===== src/rtl/multicycle_ctrl.sv =====
`default_nettype none
// ============================================================================
// Module   : multicycle_ctrl
// Purpose  : Main control FSM for a multicycle CPU datapath. It sequences
//            fetch / decode / execute / memory / write-back, and supports
//            wait-stated memory plus overflow and invalid-opcode exceptions.
//            Outputs are Moore, except that the branch PC write follows zero.
// Revision : 1.0  initial release
// ============================================================================
module multicycle_ctrl #(
  parameter int MEM_WAIT = 0            // extra wait cycles per memory access (0..15)
) (
  input  logic       clk,
  input  logic       reset_n,
  input  logic [5:0] opcode,
  input  logic       zero,
  input  logic       overflow,
  output logic       ALUSrcA,
  output logic [1:0] ALUSrcB,
  output logic [1:0] ALUOp,
  output logic [1:0] PCSource,
  output logic       pc_write,
  output logic       IorD,
  output logic       MemRead,
  output logic       MemWrite,
  output logic       IRWrite,
  output logic       RegWrite,
  output logic       RegDst,
  output logic       MemtoReg,
  output logic       EPCWrite,
  output logic       cause,
  output logic [3:0] state_out
);

  // State encodings are visible on state_out, so they are fixed values.
  localparam logic [3:0] S_RESET     = 4'd0;
  localparam logic [3:0] S_FETCH     = 4'd1;
  localparam logic [3:0] S_DECODE    = 4'd2;
  localparam logic [3:0] S_MEM_ADDR  = 4'd3;
  localparam logic [3:0] S_MEM_READ  = 4'd4;
  localparam logic [3:0] S_MEM_WB    = 4'd5;
  localparam logic [3:0] S_MEM_WRITE = 4'd6;
  localparam logic [3:0] S_EXEC_R    = 4'd7;
  localparam logic [3:0] S_R_WB      = 4'd8;
  localparam logic [3:0] S_EXEC_I    = 4'd9;
  localparam logic [3:0] S_I_WB      = 4'd10;
  localparam logic [3:0] S_BRANCH    = 4'd11;
  localparam logic [3:0] S_JUMP      = 4'd12;
  localparam logic [3:0] S_EXCEPT    = 4'd13;

  localparam logic [5:0] OP_RTYPE = 6'h00;
  localparam logic [5:0] OP_J     = 6'h02;
  localparam logic [5:0] OP_BEQ   = 6'h04;
  localparam logic [5:0] OP_BNE   = 6'h05;
  localparam logic [5:0] OP_ADDI  = 6'h08;
  localparam logic [5:0] OP_LW    = 6'h23;
  localparam logic [5:0] OP_SW    = 6'h2B;

  localparam logic [3:0] WAIT_LAST = 4'(MEM_WAIT);

  logic [3:0] state_q, state_d;
  logic [3:0] cnt_q, cnt_d;
  logic       cause_q, cause_d;
  logic       mem_done;

  // A memory state has run its MEM_WAIT + 1 cycles when the counter hits the limit.
  assign mem_done = (cnt_q == WAIT_LAST);

  // Next-state, wait-counter and cause logic. The counter is zero whenever a
  // memory state is entered because every non-holding path loads zero.
  always_comb begin
    state_d = state_q;
    cnt_d   = 4'd0;
    cause_d = cause_q;
    case (state_q)
      S_RESET: state_d = S_FETCH;
      S_FETCH: begin
        if (mem_done) state_d = S_DECODE;
        else          cnt_d   = cnt_q + 4'd1;
      end
      S_DECODE: begin
        case (opcode)
          OP_RTYPE:      state_d = S_EXEC_R;
          OP_LW, OP_SW:  state_d = S_MEM_ADDR;
          OP_BEQ, OP_BNE: state_d = S_BRANCH;
          OP_J:          state_d = S_JUMP;
          OP_ADDI:       state_d = S_EXEC_I;
          default: begin
            state_d = S_EXCEPT;
            cause_d = 1'b1;
          end
        endcase
      end
      S_MEM_ADDR: state_d = (opcode == OP_LW) ? S_MEM_READ : S_MEM_WRITE;
      S_MEM_READ: begin
        if (mem_done) state_d = S_MEM_WB;
        else          cnt_d   = cnt_q + 4'd1;
      end
      S_MEM_WB: state_d = S_FETCH;
      S_MEM_WRITE: begin
        if (mem_done) state_d = S_FETCH;
        else          cnt_d   = cnt_q + 4'd1;
      end
      S_EXEC_R, S_EXEC_I: begin
        if (overflow) begin
          state_d = S_EXCEPT;
          cause_d = 1'b0;
        end else begin
          state_d = (state_q == S_EXEC_R) ? S_R_WB : S_I_WB;
        end
      end
      S_R_WB, S_I_WB, S_BRANCH, S_JUMP, S_EXCEPT: state_d = S_FETCH;
      default: state_d = S_RESET;
    endcase
  end

  // State registers; asynchronous reset drops all enables immediately.
  always_ff @(posedge clk or negedge reset_n) begin
    if (!reset_n) begin
      state_q <= S_RESET;
      cnt_q   <= 4'd0;
      cause_q <= 1'b0;
    end else begin
      state_q <= state_d;
      cnt_q   <= cnt_d;
      cause_q <= cause_d;
    end
  end

  // Datapath controls decoded from the current state; pc_write in BRANCH also follows zero.
  always_comb begin
    ALUSrcA  = 1'b0;
    ALUSrcB  = 2'b00;
    ALUOp    = 2'b00;
    PCSource = 2'b00;
    pc_write = 1'b0;
    IorD     = 1'b0;
    MemRead  = 1'b0;
    MemWrite = 1'b0;
    IRWrite  = 1'b0;
    RegWrite = 1'b0;
    RegDst   = 1'b0;
    MemtoReg = 1'b0;
    EPCWrite = 1'b0;
    case (state_q)
      S_FETCH: begin
        MemRead = 1'b1;
        if (mem_done) begin
          IRWrite  = 1'b1;
          ALUSrcB  = 2'b01;
          pc_write = 1'b1;
        end
      end
      S_DECODE:   ALUSrcB = 2'b11;
      S_MEM_ADDR: begin
        ALUSrcA = 1'b1;
        ALUSrcB = 2'b10;
      end
      S_MEM_READ: begin
        IorD    = 1'b1;
        MemRead = 1'b1;
      end
      S_MEM_WB: begin
        MemtoReg = 1'b1;
        RegWrite = 1'b1;
      end
      S_MEM_WRITE: begin
        IorD     = 1'b1;
        MemWrite = 1'b1;
      end
      S_EXEC_R: begin
        ALUSrcA = 1'b1;
        ALUOp   = 2'b10;
      end
      S_R_WB: begin
        RegDst   = 1'b1;
        RegWrite = 1'b1;
      end
      S_EXEC_I: begin
        ALUSrcA = 1'b1;
        ALUSrcB = 2'b10;
      end
      S_I_WB: RegWrite = 1'b1;
      S_BRANCH: begin
        ALUSrcA  = 1'b1;
        ALUOp    = 2'b01;
        PCSource = 2'b01;
        pc_write = (opcode == OP_BEQ) ? zero : ~zero;
      end
      S_JUMP: begin
        PCSource = 2'b10;
        pc_write = 1'b1;
      end
      S_EXCEPT: begin
        // ALU computes PC - 4, the address of the faulting instruction.
        ALUSrcB  = 2'b01;
        ALUOp    = 2'b01;
        EPCWrite = 1'b1;
        PCSource = 2'b11;
        pc_write = 1'b1;
      end
      default: ;
    endcase
  end

  assign cause     = cause_q;
  assign state_out = state_q;

endmodule
`default_nettype wire

===== config.mk =====
export PLATFORM = sky130hd
export DESIGN_NAME = multicycle_ctrl
export DESIGN_NICKNAME = d
export VERILOG_FILES = /design/src/rtl/multicycle_ctrl.sv
export SDC_FILE = /design/constraint.sdc
export NUM_CORES = 1
export LEC_CHECK = 0
export CAP_MARGIN = 20
export CORE_MARGIN = 2
export CORE_UTILIZATION = 44
export DETAILED_ROUTE_END_ITERATION = 16
export HOLD_SLACK_MARGIN = 0.08
export PLACE_DENSITY = 0.79
export RECOVER_POWER = 50
export REMOVE_ABC_BUFFERS = 1
export SETUP_SLACK_MARGIN = 0.05
export SYNTH_ARGS = -nofsm -noshare
export SYNTH_HDL_FRONTEND = slang
export SYNTH_SLANG_ARGS = --single-unit

===== constraint.sdc =====
create_clock -name clk -period 1.8 [get_ports clk]
set_input_delay 0.27 -clock clk [delete_from_list [all_inputs] [get_ports clk]]
set_output_delay 0.27 -clock clk [all_outputs]
set_load 0.02 [all_outputs]

==> out/qor.json, run 1 <==
{
  "stdcell_count": {"value": 201},
  "ys.flop_type": {"value": "sky130_fd_sc_hd__dfrtp_1"},
  "async_reset_ff_share": {"value": 100, "unit": "%"},
  "clkLatencyLatePin": {"value": 0.26, "unit": "ns"},
  "globalplace.congestion": {"value": 0.785},
  "setup.worst_path.start_class": {"value": "flop"},
  "power.switching_fraction": {"value": 46.1, "unit": "%"},
  "synth.top_cell.area_share": {"value": 25.9, "unit": "%"},
  "grt_pass1_vias": {"value": 1037},
  "power.total": {"value": 2270, "unit": "uW"},
  "grtUsageTotal": {"value": 25.4, "unit": "%"},
  "status": {"value": "finished, violations left"},
  "crit_path_end": {"value": "ALUSrcB[0]"},
  "detailed_place_hpwl": {"value": 2100, "unit": "um"},
  "fin_nets": {"value": 187},
  "yosys-top-cells-count": {"value": "sky130_fd_sc_hd__nor2_1 (14), sky130_fd_sc_hd__nand2_1 (10), sky130_fd_sc_hd__dfrtp_1 (9), sky130_fd_sc_hd__o21ai_0 (5), sky130_fd_sc_hd__nand2b_1 (4)"},
  "critPathCaptureType": {"value": "output port"},
  "timing_worst_setup_path_type": {"value": "reg -> out"},
  "drt_wl_total": {"value": 2970, "unit": "um"},
  "timing.reg2reg.worst_path_depth": {"value": 6},
  "die_ht": {"value": 48.5, "unit": "um"},
  "min-delay-path-class": {"value": "in -> async"},
  "maximum_buffer_depth_of_the_clock_tree": {"value": 2},
  "p_sw": {"value": 1050, "unit": "uW"},
  "detail_route.wl_per_cell": {"value": 14.8, "unit": "um"},
  "remaining_global_route_overflow": {"value": 0},
  "path_clk_slew": {"value": 0.06, "unit": "ns"},
  "total_leakage_power": {"value": 0.000784, "unit": "uW"},
  "diodes": {"value": 0},
  "violations_in_the_final_reports": {"value": "setup timing"},
  "floorplan.core_area": {"value": 1920, "unit": "um^2"},
  "netlist_top_cells_area": {"value": "sky130_fd_sc_hd__dfrtp_1 (26%), sky130_fd_sc_hd__nor2_1 (6.0%), sky130_fd_sc_hd__nand2_1 (4.3%)"},
  "die_width": {"value": 48.5, "unit": "um"},
  "numPortBuffers": {"value": 30},
  "pwr-share-clk": {"value": 6.9, "unit": "%"},
  "grt_start_max_net_pins": {"value": 10},
  "power.density_cell_area": {"value": 1500, "unit": "nW/um^2"},
  "timing.critical_path.required": {"value": 1.53, "unit": "ns"},
  "areaGrowthSynthToFinish": {"value": 73.9, "unit": "%"},
  "mappedNetlistArea": {"value": 871, "unit": "um^2"},
  "vias_per_cell": {"value": 5.37},
  "finalHoldWorstSlack": {"value": 0.378, "unit": "ns"},
  "yosys_warnings": {"value": 0},
  "design.die.area": {"value": 2350, "unit": "um^2"},
  "timing.critical_path.from": {"value": "cnt_q[0]"},
  "tritoncts": {"value": "yes"},
  "setup_viol": {"value": 3},
  "tritoncts.num_buffers": {"value": 3},
  "drc": {"value": 0},
  "internal_portion_of_total_power": {"value": 1220, "unit": "uW"},
  "placementRows": {"value": 16},
  "slew-limit-headroom": {"value": 71.2, "unit": "%"},
  "vdd.ir_drop.worst": {"value": 0.00114, "unit": "V"},
  "maxSlewViolCount": {"value": 0},
  "worst-r2r-setup-slack": {"value": 0.10, "unit": "ns"},
  "fin_crit_sh": {"value": 109, "unit": "%"},
  "max_clock_freq": {"value": 0.512, "unit": "GHz"},
  "dr_vias": {"value": 1079},
  "p_seq_share": {"value": 15.0, "unit": "%"},
  "grt_setup_unrepaired": {"value": "yes"},
  "final.min_clock_period": {"value": 1.95, "unit": "ns"},
  "h-tree-depth": {"value": 1},
  "timing.setup.tns": {"value": -0.310, "unit": "ns"},
  "power.share.combinational": {"value": 78.1, "unit": "%"},
  "synth_edf_count": {"value": 0},
  "worst-slew-pin-transition": {"value": 0.431, "unit": "ns"},
  "fin_skew": {"value": 0.00618, "unit": "ns"},
  "avgSynthCellArea": {"value": 8.14, "unit": "um^2"},
  "final_core_utilization": {"value": 78.8, "unit": "%"},
  "critical_path.max_fanout": {"value": 2},
  "synth_cell_type_count": {"value": 46},
  "max_cap_viol_count": {"value": 0},
  "layout-drive-gt1-share": {"value": 46.6, "unit": "%"},
  "boundary_pin_count": {"value": 31},
  "finalWorstSetupSlack": {"value": -0.154, "unit": "ns"},
  "timing.critical_path.arrival": {"value": 1.68, "unit": "ns"},
  "ctsRootBufferMaster": {"value": "sky130_fd_sc_hd__clkbuf_4"},
  "hold_violations": {"value": 0},
  "initial_core_util": {"value": 45.3, "unit": "%"},
  "antenna_left": {"value": 0},
  "first_pass_iters": {"value": 5},
  "worst_r2r_endpoint": {"value": "state_out[1]"},
  "yosysSeqAreaShare": {"value": 25.9, "unit": "%"},
  "grt_first_pass_wirelength": {"value": 4610, "unit": "um"},
  "regToRegStartpoint": {"value": "state_out[2]"},
  "synth_seq_cells": {"value": 9},
  "placed_cells": {"value": 193},
  "post-synth-top-count-cell": {"value": "sky130_fd_sc_hd__nor2_1"},
  "number_of_antenna_violations_at_the_first_check_in_global_routing": {"value": 0},
  "synth_area_leader_cell": {"value": "sky130_fd_sc_hd__dfrtp_1"},
  "cts.sink_count": {"value": 9},
  "detail_route.iter0.violations": {"value": 25},
  "post_synth_inst_count": {"value": 107}
}
-- per-layer routing --
layer,GRT usage [%],wire [um],vias to the layer above
met5,0,0,-
met2,49.1,1660,34
met4,10.0,41,0
met3,1.23,104,4
li1,-,-,513
met1,29.1,1160,528
-- through the flow --
stage / instance area, um^2 / setup WS (ns)
floorplan: 823 / 0.0126
global route: 1510 / -0.187
detailed placement: 1420 / -0.710
CTS: 1480 / -0.207
finish: 1510 / -0.154
global placement: 1420 / -0.632
-- flip-flops by register name, indices dropped and copies added (netlist names) --
register / flops
state_out: 4
cause: 1
cnt_q: 4
-- power groups by stage --
| stage | Combinational [uW] | Sequential, uW | Clock, uW |
|---|---|---|---|
| 2_1_floorplan | 670 | 459 | 0 |
| 3_3_place_gp | 1630 | 342 | 0 |
| 3_5_place_dp | 1660 | 343 | 0 |
| 4_1_cts | 1670 | 333 | 162 |
| 5_1_grt | 1890 | 347 | 167 |
| 6_report | 1770 | 342 | 156 |
-- worst min-delay path by stage --
stage                     slack [ns]  depth (start not counted)       end  startpoint
after detailed placement        0.50                          2     cause       cause
after global routing            0.41                          1  cnt_q[2]     reset_n
after global placement          0.49                          2     cause       cause
after floorplan                -0.03                          0     cause     reset_n
after CTS                       0.30                          1  cnt_q[2]     reset_n
final                           0.38                          1  cnt_q[2]     reset_n
-- logic make-up after synthesis --
group / synth area share [%]
AO/OA/AOI/OAI: 18.7
XOR/XNOR: 5.03
adder cells (fa/ha/maj): 2.87
buffers and inverters: 6.75
flip-flops: 25.9
multiplexers: 2.87
AND/OR/NAND/NOR: 37.9
-- cells in the final DEF, fill, tap and decap left out, types with 2 or more instances in the layout --
cell type	n
sky130_fd_sc_hd__buf_4	38
sky130_fd_sc_hd__nor2_1	12
sky130_fd_sc_hd__nand2_1	10
sky130_fd_sc_hd__clkdlybuf4s50_1	6
sky130_fd_sc_hd__clkbuf_2	6
sky130_fd_sc_hd__dfrtp_1	5
sky130_fd_sc_hd__buf_6	5
sky130_fd_sc_hd__nand2b_1	4
sky130_fd_sc_hd__o21ai_0	4
sky130_fd_sc_hd__dlymetal6s2s_1	4
sky130_fd_sc_hd__dlygate4sd2_1	4
sky130_fd_sc_hd__dfrtp_2	4
sky130_fd_sc_hd__nor3_1	3
sky130_fd_sc_hd__xor2_1	3
sky130_fd_sc_hd__a21oi_1	3
sky130_fd_sc_hd__o311ai_1	3
sky130_fd_sc_hd__clkbuf_4	3
sky130_fd_sc_hd__clkdlybuf4s15_2	3
sky130_fd_sc_hd__inv_1	2
sky130_fd_sc_hd__nand2b_4	2
sky130_fd_sc_hd__nor2_2	2
sky130_fd_sc_hd__and3_1	2
sky130_fd_sc_hd__nor2b_4	2
sky130_fd_sc_hd__a21boi_0	2
sky130_fd_sc_hd__xnor2_1	2
sky130_fd_sc_hd__a21o_1	2
sky130_fd_sc_hd__o22ai_1	2
sky130_fd_sc_hd__nand3_1	2
sky130_fd_sc_hd__or2b_1	2
sky130_fd_sc_hd__nor2b_1	2
sky130_fd_sc_hd__clkbuf_1	2
-- cell type report --
cell class / count / area (um^2)
well taps: 27 / 33.8
clock buffers: 4 / 26.3
fillers: 129 / 408
inverters: 3 / 11.3
repair buffers: 69 / 569
multi-input cells: 89 / 643
flip-flops and latches: 9 / 230
-- repair_timing --
action / in CTS / in global routing
endpoints found under the hold margin: 0 / 0
setup endpoints to repair: 20 / 15
gates cloned: 0 / 0
pin swaps: 2 / 7
buffers inserted: 2 / 3
gates resized for setup: 55 / 33
hold buffers: 0 / 0
-- worst max-delay path, stage by stage, from the launching register on --
cell and delay (ns):
sky130_fd_sc_hd__dfrtp_1 0.39, sky130_fd_sc_hd__inv_1 0.08, sky130_fd_sc_hd__ha_2 0.18, sky130_fd_sc_hd__or3b_4 0.39, sky130_fd_sc_hd__o21ai_2 0.12, sky130_fd_sc_hd__a21o_1 0.15, sky130_fd_sc_hd__buf_6 0.12
Power figures use the tool's default switching activity.
==> run 2, diff against run 1 <==
--- a/config.mk
+++ b/config.mk
@@ -9,6 +9,7 @@
 export CORE_MARGIN = 2
 export CORE_UTILIZATION = 44
 export DETAILED_ROUTE_END_ITERATION = 16
+export GPL_TIMING_DRIVEN = 1
 export HOLD_SLACK_MARGIN = 0.08
 export PLACE_DENSITY = 0.79
 export RECOVER_POWER = 50
==> results of run 2 <==
The final DEF is identical to that of run 1; final timing and power are the same.
==> run 3, diff against run 2 <==
--- a/config.mk
+++ b/config.mk
@@ -9,8 +9,7 @@
 export CORE_MARGIN = 2
 export CORE_UTILIZATION = 44
 export DETAILED_ROUTE_END_ITERATION = 16
-export GPL_TIMING_DRIVEN = 1
-export HOLD_SLACK_MARGIN = 0.08
+export HOLD_SLACK_MARGIN = 0.12
 export PLACE_DENSITY = 0.79
 export RECOVER_POWER = 50
 export REMOVE_ABC_BUFFERS = 1
==> results of run 3 <==
The final DEF is identical to that of run 1; final timing and power are the same.
